[config.mk]
export PLATFORM = sky130hd
export DESIGN_NAME = signed_minmax_tracker_flat
export DESIGN_NICKNAME = d
export VERILOG_FILES = /design/src/rtl/signed_minmax_tracker_if.sv /design/src/rtl/signed_minmax_tracker.sv /design/src/flat_wrapper.sv
export SDC_FILE = /design/constraint.sdc
export NUM_CORES = 1
export LEC_CHECK = 0
export ABC_AREA = 1
export BUFFER_PORTS_ARGS = -buffer_cell sky130_fd_sc_hd__buf_2
export CORE_ASPECT_RATIO = 1.1
export CORE_MARGIN = 2
export CORE_UTILIZATION = 49
export DETAILED_ROUTE_END_ITERATION = 12
export PLACE_DENSITY = 0.76
export SETUP_SLACK_MARGIN = 0.05
export SYNTH_ARGS = -nofsm -noshare
export SYNTH_HDL_FRONTEND = slang
export SYNTH_SLANG_ARGS = --single-unit
[constraint.sdc]
create_clock -name clk -period 1.74 [get_ports clk]
set_input_delay 0.261 -clock clk [delete_from_list [all_inputs] [get_ports clk]]
set_output_delay 0.261 -clock clk [all_outputs]
set_load 0.005 [all_outputs]
[src/rtl/signed_minmax_tracker_if.sv]
// Handshake bundle for signed_minmax_tracker: sample input stream plus
// summary record output stream, each with its own valid/ready pair.
interface signed_minmax_tracker_if #(
  parameter int DATA_W = 16,
  parameter int CNT_W  = 8
);
  // Sample stream
  logic                     in_valid;
  logic                     in_ready;
  logic signed [DATA_W-1:0] in_data;
  logic                     in_last;

  // Summary record stream
  logic                     out_valid;
  logic                     out_ready;
  logic signed [DATA_W-1:0] out_min;
  logic signed [DATA_W-1:0] out_max;
  logic [CNT_W-1:0]         out_min_idx;
  logic [CNT_W-1:0]         out_max_idx;
  logic [CNT_W-1:0]         out_count;
  logic                     out_sat;

  // Producer of samples / consumer of records
  modport master (
    output in_valid, in_data, in_last, out_ready,
    input  in_ready, out_valid, out_min, out_max,
           out_min_idx, out_max_idx, out_count, out_sat
  );

  // The tracker itself
  modport slave (
    input  in_valid, in_data, in_last, out_ready,
    output in_ready, out_valid, out_min, out_max,
           out_min_idx, out_max_idx, out_count, out_sat
  );
endinterface

[src/rtl/signed_minmax_tracker.sv]
// Streaming signed min/max tracker. Consumes a frame of two's-complement
// samples, keeps the running signed minimum/maximum with the index of their
// first occurrence and a saturating sample count, and presents one summary
// record per frame. All record fields are registers, so they are stable for
// as long as out_valid is held waiting for out_ready.
module signed_minmax_tracker #(
  parameter int DATA_W = 16,
  parameter int CNT_W  = 8
) (
  input  logic                    clk,
  input  logic                    rst_n,
  input  logic                    clear,
  signed_minmax_tracker_if.slave  bus
);

  typedef enum logic [1:0] {
    IDLE   = 2'd0,
    ACCUM  = 2'd1,
    REPORT = 2'd2
  } state_t;

  localparam logic [CNT_W-1:0] CNT_MAX  = '1;
  localparam logic [CNT_W-1:0] CNT_ZERO = '0;
  localparam logic [CNT_W-1:0] CNT_ONE  = CNT_W'(1);

  // Strict signed less-than. Both operands are declared signed, so the
  // comparison is a true two's-complement ordering with no subtraction and
  // therefore no overflow corner (0x8000 < 0x7FFF holds).
  function automatic logic signed_lt(input logic signed [DATA_W-1:0] a,
                                     input logic signed [DATA_W-1:0] b);
    return a < b;
  endfunction

  // Saturating count increment: sticks at the all-ones value.
  function automatic logic [CNT_W-1:0] sat_inc(input logic [CNT_W-1:0] c);
    logic [CNT_W-1:0] r;
    if (c == CNT_MAX) r = c;
    else              r = c + CNT_ONE;
    return r;
  endfunction

  // True once the counter has hit its ceiling; the next sample overflows it.
  function automatic logic at_sat(input logic [CNT_W-1:0] c);
    return c == CNT_MAX;
  endfunction

  state_t                   state;
  logic signed [DATA_W-1:0] min_p0;
  logic signed [DATA_W-1:0] max_p0;
  logic [CNT_W-1:0]         min_idx_p0;
  logic [CNT_W-1:0]         max_idx_p0;
  logic [CNT_W-1:0]         count_p0;
  logic                     sat_p0;
  logic                     vld_p0;
  logic                     rdy_p0;

  logic                     take;
  logic                     new_min;
  logic                     new_max;

  // A sample transfers only when offered, accepted and not overridden by
  // clear; in_last and in_data are ignored otherwise.
  assign take = bus.in_valid && rdy_p0 && !clear;

  // Strict compares against the running extremes; ties keep the older index.
  always_comb begin
    new_min = 1'b0;
    new_max = 1'b0;
    new_min = signed_lt(bus.in_data, min_p0);
    new_max = signed_lt(max_p0, bus.in_data);
  end

  // Frame FSM with all accumulators and handshake outputs registered.
  // in_ready is a flop, so there is no combinational path from out_ready.
  // The sample index equals the current count; because the count saturates,
  // samples at or past the ceiling are indexed as the all-ones value.
  always_ff @(posedge clk or negedge rst_n) begin
    if (!rst_n) begin
      state      <= IDLE;
      min_p0     <= '0;
      max_p0     <= '0;
      min_idx_p0 <= CNT_ZERO;
      max_idx_p0 <= CNT_ZERO;
      count_p0   <= CNT_ZERO;
      sat_p0     <= 1'b0;
      vld_p0     <= 1'b0;
      rdy_p0     <= 1'b1;
    end else if (clear) begin
      state      <= IDLE;
      min_p0     <= '0;
      max_p0     <= '0;
      min_idx_p0 <= CNT_ZERO;
      max_idx_p0 <= CNT_ZERO;
      count_p0   <= CNT_ZERO;
      sat_p0     <= 1'b0;
      vld_p0     <= 1'b0;
      rdy_p0     <= 1'b1;
    end else begin
      case (state)
        IDLE: begin
          if (take) begin
            min_p0     <= bus.in_data;
            max_p0     <= bus.in_data;
            min_idx_p0 <= CNT_ZERO;
            max_idx_p0 <= CNT_ZERO;
            count_p0   <= CNT_ONE;
            sat_p0     <= 1'b0;
            if (bus.in_last) begin
              state  <= REPORT;
              vld_p0 <= 1'b1;
              rdy_p0 <= 1'b0;
            end else begin
              state  <= ACCUM;
            end
          end
        end

        ACCUM: begin
          if (take) begin
            if (new_min) begin
              min_p0     <= bus.in_data;
              min_idx_p0 <= count_p0;
            end
            if (new_max) begin
              max_p0     <= bus.in_data;
              max_idx_p0 <= count_p0;
            end
            count_p0 <= sat_inc(count_p0);
            if (at_sat(count_p0)) begin
              sat_p0 <= 1'b1;
            end
            if (bus.in_last) begin
              state  <= REPORT;
              vld_p0 <= 1'b1;
              rdy_p0 <= 1'b0;
            end
          end
        end

        REPORT: begin
          if (bus.out_ready) begin
            state  <= IDLE;
            vld_p0 <= 1'b0;
            rdy_p0 <= 1'b1;
          end
        end

        default: begin
          state  <= IDLE;
          vld_p0 <= 1'b0;
          rdy_p0 <= 1'b1;
        end
      endcase
    end
  end

  assign bus.in_ready    = rdy_p0;
  assign bus.out_valid   = vld_p0;
  assign bus.out_min     = min_p0;
  assign bus.out_max     = max_p0;
  assign bus.out_min_idx = min_idx_p0;
  assign bus.out_max_idx = max_idx_p0;
  assign bus.out_count   = count_p0;
  assign bus.out_sat     = sat_p0;

endmodule

[src/flat_wrapper.sv]
// flat-port wrapper written by rule: the top's interface ports become plain ports
module signed_minmax_tracker_flat 
#(
  parameter int DATA_W = 16,
  parameter int CNT_W  = 8
)
  (clk, rst_n, clear, bus_in_valid, bus_in_data, bus_in_last, bus_out_ready, bus_in_ready, bus_out_valid, bus_out_min, bus_out_max, bus_out_min_idx, bus_out_max_idx, bus_out_count, bus_out_sat);
  signed_minmax_tracker_if #(.DATA_W(DATA_W), .CNT_W(CNT_W)) bus_i ();
  input  logic clk;
  input  logic rst_n;
  input  logic clear;
  input wire logic [$bits(bus_i.in_valid)-1:0] bus_in_valid;
  input wire logic [$bits(bus_i.in_data)-1:0] bus_in_data;
  input wire logic [$bits(bus_i.in_last)-1:0] bus_in_last;
  input wire logic [$bits(bus_i.out_ready)-1:0] bus_out_ready;
  output wire logic [$bits(bus_i.in_ready)-1:0] bus_in_ready;
  output wire logic [$bits(bus_i.out_valid)-1:0] bus_out_valid;
  output wire logic [$bits(bus_i.out_min)-1:0] bus_out_min;
  output wire logic [$bits(bus_i.out_max)-1:0] bus_out_max;
  output wire logic [$bits(bus_i.out_min_idx)-1:0] bus_out_min_idx;
  output wire logic [$bits(bus_i.out_max_idx)-1:0] bus_out_max_idx;
  output wire logic [$bits(bus_i.out_count)-1:0] bus_out_count;
  output wire logic [$bits(bus_i.out_sat)-1:0] bus_out_sat;
  assign bus_i.in_valid = bus_in_valid;
  assign bus_i.in_data = bus_in_data;
  assign bus_i.in_last = bus_in_last;
  assign bus_i.out_ready = bus_out_ready;
  assign bus_in_ready = bus_i.in_ready;
  assign bus_out_valid = bus_i.out_valid;
  assign bus_out_min = bus_i.out_min;
  assign bus_out_max = bus_i.out_max;
  assign bus_out_min_idx = bus_i.out_min_idx;
  assign bus_out_max_idx = bus_i.out_max_idx;
  assign bus_out_count = bus_i.out_count;
  assign bus_out_sat = bus_i.out_sat;
  signed_minmax_tracker #(.DATA_W(DATA_W), .CNT_W(CNT_W)) u_core (.clk(clk), .rst_n(rst_n), .clear(clear), .bus(bus_i));
endmodule
==> out/summary.txt <==
status: complete, but fails checks
violations in the final reports: setup timing
Yosys reg bits: 61
most area-hungry cell type in the Yosys netlist: sky130_fd_sc_hd__dfrtp_1
DRC violation count after routing: 0
post-synthesis cell count: 458
max-cap check violation count: 0
Chip Height: 93.3 um
total global routing track utilization: 26.2%
total number of vias: 3724
synth cell count leaders: 141 x sky130_fd_sc_hd__nand2_1, 60 x sky130_fd_sc_hd__dfrtp_1, 60 x sky130_fd_sc_hd__inv_1
Mapped Nets: 511
critical path required time: 1.97 ns
post-synth top area share: 42.3%
diodes inserted: 0
share of final-layout standard cells stronger than drive strength 1: 41.9%
DRT iter0 DRCs: 294
number of top-level pins: 81
final core area utilization: 74.4%
highest fanout seen on the critical path: 8
IR drop worst, VDD: 0.000486 V
minimum clock period: 2.06 ns
CP startpoint kind: flip-flop
number of warnings reported in the yosys synthesis log: 0
hpwl dp: 6650 um
post-detailed-routing wire length: 10700 um
clock latency on the worst-skew pair: 0.34 ns
IO Port Bufs: 80
Arr. time, crit path: 2.29 ns
worst max-slew margin expressed relative to the limit: 59.1%
number of distinct standard cells referenced by the synthesized netlist: 30
via count of the first global-routing pass: 3662
fin. max-slew vios: 0
Core Box Area: 7010 um2
layout-stage area growth over the synthesis result: 46.9%
total number of clock tree sinks: 61
pin slew with the least headroom to its limit: 0.613 ns
wire length of the first global-routing pass: 16500 um
initial standard-cell utilization of the core: 50.6%
number of nets with antenna violations after detailed routing: 0
average wire length per cell after detail routing: 15.4 um
power density normalized to cell area: 871 nW/um2
area of the mapped netlist: 3550 um2
per-cell via count in the routed design: 5.37
sequential fraction of the synthesis area: 43.1%
number of antenna violations at the first check in global routing: 0
Mapped Avg Cell Area: 7.75 um2
TritonCTS clock tree: done
overflow left after global routing: 0
accumulated negative setup slack: -11.57 ns
Worst Setup Path Type: reg -> reg
count of flip-flops with a built-in enable after synthesis: 0
count of endpoints failing hold in the final timing report: 0
Post-synth ARST share: 100%
number of nets in the layout: 657
Rows: 32
root cell of the clock tree: sky130_fd_sc_hd__clkbuf_8
placer congestion estimate: 0.848
static power due to leakage: 2.89 nW
maximum number of pins on one net before global-route repair: 29
main area contributors after synthesis: sky130_fd_sc_hd__dfrtp_1 42%, sky130_fd_sc_hd__nand2_1 15%, sky130_fd_sc_hd__ha_1 11%
setup slack of the critical path after layout: -0.322 ns
final period utilization: 118%
most common cell in the netlist: sky130_fd_sc_hd__nand2_1
maximum buffer depth of the clock tree: 2
endpoint type of the worst setup path: flip-flop
top flip-flop cell by instance count after synthesis: sky130_fd_sc_hd__dfrtp_1
number of setup violations in the final report: 48
worst hold path class: in -> reg
die outline width: 85.1 um
die outline area: 7940 um2
clk_skew: 0.00891 ns
Clock transition at path regs: 0.07 ns
number of iterations in the first detailed-routing pass: 6
unrepaired setup endpoints after global routing: yes
number of clock buffers inserted by TritonCTS: 9
maximum level of the CTS H-tree: 3
highest achievable clock rate: 485 MHz
## worst paths after layout
path / start / endpoint / slack [ns] / depth (start not counted)
worst max-delay path: u_core.bus.out_min[5] / u_core.bus.out_min[8] / -0.32 / 13
worst min-delay path: bus_in_data[0] / u_core.bus.out_min[0] / 0.30 / 5
worst max register to register: u_core.bus.out_min[5] / u_core.bus.out_min[8] / -0.32 / 13
worst min register to register: u_core.bus.out_min_idx[4] / u_core.bus.out_min_idx[4] / 0.48 / 2
max in group asynchronous: rst_n / u_core.bus.in_ready / 0.67 / 3
min in group asynchronous: rst_n / u_core.bus.out_min[1] / 0.47 / 2
## stage by stage
| stage | std cells | total power [mW] | hold slack, ns | setup slack, ns | area [um2] |
|---|---|---|---|---|---|
| after floorplan | 458 | 2.44 | -0.0346 | -0.0242 | 3630 |
| after global placement | 664 | 2.96 | 0.291 | -0.248 | 4460 |
| after detailed placement | 664 | 3.01 | 0.313 | -0.286 | 4460 |
| after CTS | 682 | 4.27 | 0.303 | -0.186 | 4850 |
| after global routing | 693 | 4.79 | 0.327 | -0.404 | 5210 |
| final | 693 | 4.54 | 0.302 | -0.322 | 5210 |
## metal layers
| layer | share of wire (%) | track usage [%] | wire length, um |
|---|---|---|---|
| met1 | 40 | 32.8 | 4270 |
| met2 | 52 | 45.5 | 5550 |
| met3 | 5.3 | 4.41 | 564 |
| met4 | 3.0 | 9.52 | 317 |
| met5 | 0 | 0 | 0 |
## where the power goes
group	total, mW	internal, mW	switching [mW]
combinational	1.68	0.753	0.932
clock	1.17	0.625	0.541
sequential	1.69	1.57	0.118
## what timing repair did
item                       CTS  global route
resized for setup           36            54
pin swaps                   26            41
hold endpoints to repair    22             0
hold buffers                 1             0
setup endpoints to repair   48            53
gates cloned                 1             3
setup buffers                1             8
## cells in the final DEF, fill, tap and decap left out, drive strengths merged
cell and n:
nand3 58, nand4 3, clkinv 1, nand2 152, inv 61, ha 31
nor2 39, mux2 1, a31oi 1, a211oi 1, o21ai 11, a221oi 1
nor4 1, a21oi 16, or2 1, dfrtp 60, buf 145, o211ai 1
clkbuf 14, dfstp 1, nor3 8, dlygate4sd3 1
## area by class of cell
type,count,area (um2)
Clock buffer,14,173
Clock inverter,1,5.00
Fill cell,447,1790
Inverter,61,229
Multi-Input combinational cell,325,2200
Sequential cell,61,1530
Tap cell,85,106
Timing Repair Buffer,146,970
## worst max-delay path: stages, from the launching register on
cell and delay (ns):
sky130_fd_sc_hd__dfrtp_1 0.39, sky130_fd_sc_hd__inv_2 0.07, sky130_fd_sc_hd__ha_4 0.20, sky130_fd_sc_hd__a21oi_2 0.15, sky130_fd_sc_hd__nor2_1 0.08, sky130_fd_sc_hd__nor3_2 0.13
sky130_fd_sc_hd__nand2_1 0.11, sky130_fd_sc_hd__nand2_2 0.10, sky130_fd_sc_hd__nand2_2 0.06, sky130_fd_sc_hd__nand2_2 0.08, sky130_fd_sc_hd__nand3_4 0.22, sky130_fd_sc_hd__buf_6 0.24
sky130_fd_sc_hd__nand3_2 0.06, sky130_fd_sc_hd__nand2_1 0.06
## sequential cells by signal, summed over array words and instances (netlist names)
register and flops:
u_core.bus.out_sat 1, u_core.bus.in_ready 1, u_core.bus.out_min_idx 8, u_core.bus.out_max 16, u_core.state 2, u_core.bus.out_min 16
u_core.bus.out_valid 1, u_core.bus.out_max_idx 8, u_core.bus.out_count 8
## cells by family (layout without fill, tap and decap cells)
logic type	Yosys count	in the layout	share of synthesized area (%)
simple gates	258	262	31.6
mux	1	1	0.317
flops	61	61	43.1
fa+ha+maj	31	31	10.9
buf+inv	76	222	9.13
compound gates	31	31	4.97
No activity file was read; power rests on OpenSTA's default activity.
